<file path="src/rtl/seq_cskb_sub.sv">
// seq_cskb_sub: sequential carry-skip subtractor, one BLOCK-bit group per clock.
// Computes a - b as a + ~b + 1. Each group's outgoing carry is selected
// between its ripple carry and a bypass of its incoming carry. The bypass is
// taken when every bit in the group propagates. The result is handed off
// through a valid/ready pair.
module seq_cskb_sub #(
    parameter int WIDTH = 16,
    parameter int BLOCK = 4
) (
    input  logic                          clk,
    input  logic                          rst_n,
    input  logic                          in_valid,
    output logic                          in_ready,
    input  logic [WIDTH-1:0]              a,
    input  logic [WIDTH-1:0]              b,
    output logic                          out_valid,
    input  logic                          out_ready,
    output logic [WIDTH:0]                diff_out,
    output logic                          borrow,
    output logic [$clog2(WIDTH/BLOCK):0]  skip_cnt
);

    localparam int NBLK   = WIDTH / BLOCK;
    localparam int IDX_W  = (NBLK > 1) ? $clog2(NBLK) : 1;
    localparam int SKIP_W = $clog2(NBLK) + 1;

    typedef enum logic [1:0] {
        IDLE,
        CALC,
        DONE
    } state_t;

    state_t             state;
    state_t             state_next;

    logic [WIDTH-1:0]   a_q;
    logic [WIDTH-1:0]   nb_q;
    logic               carry_q;
    logic [IDX_W-1:0]   blk_q;

    logic [BLOCK-1:0]   a_slice;
    logic [BLOCK-1:0]   nb_slice;
    logic [BLOCK-1:0]   sum_slice;
    logic               blk_prop;
    logic               ripple_carry;
    logic               carry_next;
    logic               last_blk;
    logic               accept;
    logic               handoff;

    assign in_ready  = (state == IDLE);
    assign out_valid = (state == DONE);
    assign accept    = in_valid & in_ready;
    assign handoff   = out_valid & out_ready;
    assign last_blk  = (blk_q == IDX_W'(NBLK - 1));

    assign a_slice   = a_q[blk_q*BLOCK +: BLOCK];
    assign nb_slice  = nb_q[blk_q*BLOCK +: BLOCK];

    // Ripple through the current group; skip mux picks the bypass when the whole group propagates
    always_comb begin
        logic c;
        sum_slice = '0;
        c         = carry_q;
        for (int i = 0; i < BLOCK; i++) begin
            sum_slice[i] = a_slice[i] ^ nb_slice[i] ^ c;
            c            = (a_slice[i] & nb_slice[i]) | (c & (a_slice[i] ^ nb_slice[i]));
        end
        ripple_carry = c;
        blk_prop     = &(a_slice ^ nb_slice);
        carry_next   = blk_prop ? carry_q : ripple_carry;
    end

    // State register
    always_ff @(posedge clk or negedge rst_n) begin
        if (!rst_n) begin
            state <= IDLE;
        end else begin
            state <= state_next;
        end
    end

    // Next-state logic: accept in IDLE, walk every group in CALC, hold in DONE until taken
    always_comb begin
        state_next = state;
        case (state)
            IDLE: begin
                if (accept) begin
                    state_next = CALC;
                end
            end
            CALC: begin
                if (last_blk) begin
                    state_next = DONE;
                end
            end
            DONE: begin
                if (handoff) begin
                    state_next = IDLE;
                end
            end
            default: begin
                state_next = IDLE;
            end
        endcase
    end

    // Datapath: latch operands on accept, then commit one group of sum bits per CALC edge
    always_ff @(posedge clk or negedge rst_n) begin
        if (!rst_n) begin
            a_q      <= '0;
            nb_q     <= '0;
            carry_q  <= 1'b0;
            blk_q    <= '0;
            diff_out <= '0;
            borrow   <= 1'b0;
            skip_cnt <= '0;
        end else begin
            case (state)
                IDLE: begin
                    if (accept) begin
                        a_q      <= a;
                        nb_q     <= ~b;
                        carry_q  <= 1'b1;
                        blk_q    <= '0;
                        diff_out <= '0;
                        borrow   <= 1'b0;
                        skip_cnt <= '0;
                    end
                end
                CALC: begin
                    diff_out[blk_q*BLOCK +: BLOCK] <= sum_slice;
                    carry_q                        <= carry_next;
                    blk_q                          <= blk_q + IDX_W'(1);
                    if (blk_prop) begin
                        skip_cnt <= skip_cnt + SKIP_W'(1);
                    end
                    if (last_blk) begin
                        diff_out[WIDTH] <= carry_next;
                        borrow          <= ~carry_next;
                    end
                end
                default: begin
                end
            endcase
        end
    end

endmodule

</file>
<file path="config.mk">
export PLATFORM = sky130hd
export DESIGN_NAME = seq_cskb_sub
export DESIGN_NICKNAME = d
export VERILOG_FILES = /design/src/rtl/seq_cskb_sub.sv
export SDC_FILE = /design/constraint.sdc
export NUM_CORES = 1
export LEC_CHECK = 0
export ABC_AREA = 0
export CAP_MARGIN = 20
export CORE_MARGIN = 5
export CORE_UTILIZATION = 51
export DETAILED_ROUTE_END_ITERATION = 16
export PLACE_DENSITY = 0.81
export SYNTH_ARGS = -nofsm -noshare
export SYNTH_HDL_FRONTEND = slang
export SYNTH_SLANG_ARGS = --single-unit
</file>
<file path="constraint.sdc">
create_clock -name clk -period 4.31 [get_ports clk]
set_clock_uncertainty 0.15 [all_clocks]
set_input_delay 1.0775 -clock clk [delete_from_list [all_inputs] [get_ports clk]]
set_output_delay 1.0775 -clock clk [all_outputs]
set_load 0.005 [all_outputs]
</file>
==> results.md <==
* Syn Nets at 296
* Sequential-to-total area share from yosys stat at 0.5204
* Ys async rst share at 1.000
* Max-cap check violation count at 0
* Post-synthesis area per instance at 11.29 um2
* Count of final hold-check violations at 0
* P_leak at 0.001673 uW
* CTS Buffer Depth at 2
* Pin count of the biggest net entering global routing at 46
* Unrepaired setup endpoints after global routing: no
* Layout cells sized above 1 at 0.1250
* Wire per inst at 14.72 um
* Synthesis warning total at 0
* CORE AREA at 5405 um2
* Post-synthesis cell type count at 36
* Placer Congestion at 0.8056
* Ys flop type: dfrtp_1
* Hold_buf cts at 0
* Total chip power at 2839 uW
* IO Port Bufs at 58
* I/O pins at 59
* Critical path peak fanout at 11
* Placed Cells at 367
* Cells after synthesis at 247
* Via count at 1998
* Synthesized area at 2789 um2
* Area grow syn2layout at 29.25%
* Worst setup EP type: flop
* CP Launch Type: flop
* Maximum clock frequency at 0.3119 GHz
* Register bit count reported by yosys at 58
* CP Data Arrival Time at 3.28 ns
* Kind of critical path: flop to flop
* Peak VDD IR at 0.0003720 V
* Clock-pin slew on the worst setup and hold paths at 0.06 ns
* Drt drc at 0
* Initial Utilization at 0.5160
* DP Wirelength at 4.056 mm
* Required @ worst endpoint at 4.39 ns
* CTS sink cnt at 58
* Die Y-Extent at 83.95 um
* CTS tree: built
* Total grt overflow at 0
* Post-CTS Setup Bufs at 0
* Die W at 83.95 um
* DR vias/cell at 5.203
* Hold WC Path Type: flop to flop
* Status: completed
* XOR/XNOR Fraction of Synth Area at 0
* Power Density at 787.6 nW/um2
* Simple-gate portion of the synthesized area at 0.1642
* # diodes at 0
* CTS-repair resized insts at 0
* CTS H-Tree Depth at 3
* Final wirelength at 5.654 mm
* Die area at 7048 um2
* Final Critical Period at 3.206 ns
* Largest family of logic cells by synthesized area: simple AND/OR/NAND/NOR gates
* Clock Tree Root: clkbuf_8
* Number of synthesized flops with an enable pin at 0
* First-pass GRT wire length at 9.597 mm
* Final cycle utilization of the critical path at 0.7439
* Final setup viols at 0
* Adder-Cell Fraction of Synth Area at 0.06909
* Post-Route Setup TNS at 0 ns
* Tot GR Track Use at 0.1723
* Layout Cells excl Fill at 384
* Final Net Count at 356
* Rows at 27
* Slew headroom at 0.3447
* Actual slew at the worst max-slew pin at 0.9830 ns
* Proportion of synthesized area in mux cells at 0.07941
* Post-synthesis compound-gate area fraction at 0.1122
* Worst skew pair latency at 0.33 ns
* DRT iter0 DRCs at 78
* Post-route ant nets at 0
* DR pass1 iterations at 4
* Vias in the first global route at 2027
* CTS buffer count at 9
* Initial antenna violation count at 0
* Slew Limit Fails at 0
==> placed cells by master, fill, tap and decap left out, types with 2 or more instances in the layout <==
cell / n
a21oi_1: 5
a22o_1: 9
and3_1: 3
and4bb_2: 3
buf_4: 4
bufinv_16: 2
clkbuf_8: 10
clkdlybuf4s50_1: 57
clkinv_2: 2
dfrtp_1: 58
fa_1: 4
ha_1: 9
inv_1: 9
mux2i_1: 3
mux4_2: 8
nand2_1: 69
nand3_1: 6
nor2_1: 3
nor4_1: 2
o21ai_0: 3
o21ai_1: 16
o2bb2ai_1: 8
==> cells in the mapped netlist, drive strengths merged, types with 2 or more instances <==
cell type | n | share of area
mux2i | 3 | 0.011
fa | 4 | 0.029
dfrtp | 58 | 0.52
clkbuf | 3 | 0.0040
and3 | 3 | 0.0067
o21ai | 19 | 0.034
buf | 11 | 0.039
o2bb2ai | 8 | 0.025
nor4 | 2 | 0.0045
and2b | 2 | 0.0067
nand3 | 6 | 0.011
and4bb | 3 | 0.013
nor2 | 3 | 0.0040
nand2 | 69 | 0.093
a22o | 9 | 0.028
ha | 9 | 0.040
mux4 | 8 | 0.065
a21oi | 5 | 0.0090
inv | 9 | 0.012
==> logic make-up (layout without fill, tap and decap cells) <==
kind of cell    Yosys count  in the layout
simple gates             95             95
flops                    58             58
compound gates           46             46
fa+ha+maj                13             13
mux                      12             12
buf+inv                  23             88
==> flip-flops by register name, summed over array words and instances, names as in the netlist <==
signal,flops
a_q,16
blk_q,2
borrow,1
carry_q,1
diff_out,17
nb_q,16
skip_cnt,3
state,2
==> per-layer routing <==
layer | GRT usage | up-vias | routed length, um
met4 | 0.05702 | 0 | 41
met3 | 0.05627 | 6 | 394
met2 | 0.2668 | 65 | 2684
met1 | 0.2293 | 943 | 2534
met5 | 0 | - | 0
li1 | - | 984 | -
==> through the flow <==
step	hold WS, ns	area, um2	worst slack (ns)	util
floorplan	0.2896	2789	1.270	-
global placement	0.3038	3366	1.192	0.6227
detailed placement	0.3114	3366	1.112	0.6227
CTS	0.3284	3585	1.076	0.6632
global route	0.3509	3605	0.9264	0.6669
finish	0.3244	3605	1.104	0.6669
==> worst max-delay path, stage by stage (launching register included) <==
cell and delay, ns:
dfrtp_1 0.62, mux4_2 0.30, inv_1 0.06, fa_1 0.41, fa_1 0.36, inv_1 0.07
fa_1 0.18, fa_1 0.19, and4bb_2 0.24, mux2_2 0.27, nor4_1 0.24
==> report_power, final <==
group	internal [uW]	switching [uW]	leakage (uW)
logic	639	717	0.000817
clock network	339	209	0.000109
registers	770	165	0.000747
total	1750	1090	0.00167
==> area by class of cell <==
class | count | area (um2)
clock buffer | 11 | 141.4
clock inverter | 5 | 77.57
fill | 431 | 1800
inverter | 9 | 33.78
multi-input combinational | 166 | 1185
sequential | 58 | 1451
tap | 72 | 90.09
timing repair buffer | 63 | 625.6
==> final timing paths <==
| path | start | end | slack, ns | cells past startpoint |
|---|---|---|---|---|
| worst min-delay path | skip_cnt[2] | skip_cnt[2] | 0.32 | 1 |
| worst max register to register | blk_q[1] | diff_out[16] | 1.10 | 10 |
| worst max-delay path | blk_q[1] | diff_out[16] | 1.10 | 10 |
| min in group asynchronous | rst_n | diff_out[4] | 0.39 | 1 |
| max in group asynchronous | rst_n | nb_q[2] | 2.95 | 3 |
| worst min register to register | skip_cnt[2] | skip_cnt[2] | 0.32 | 1 |
Note: power is estimated with default switching activity, not from simulation.
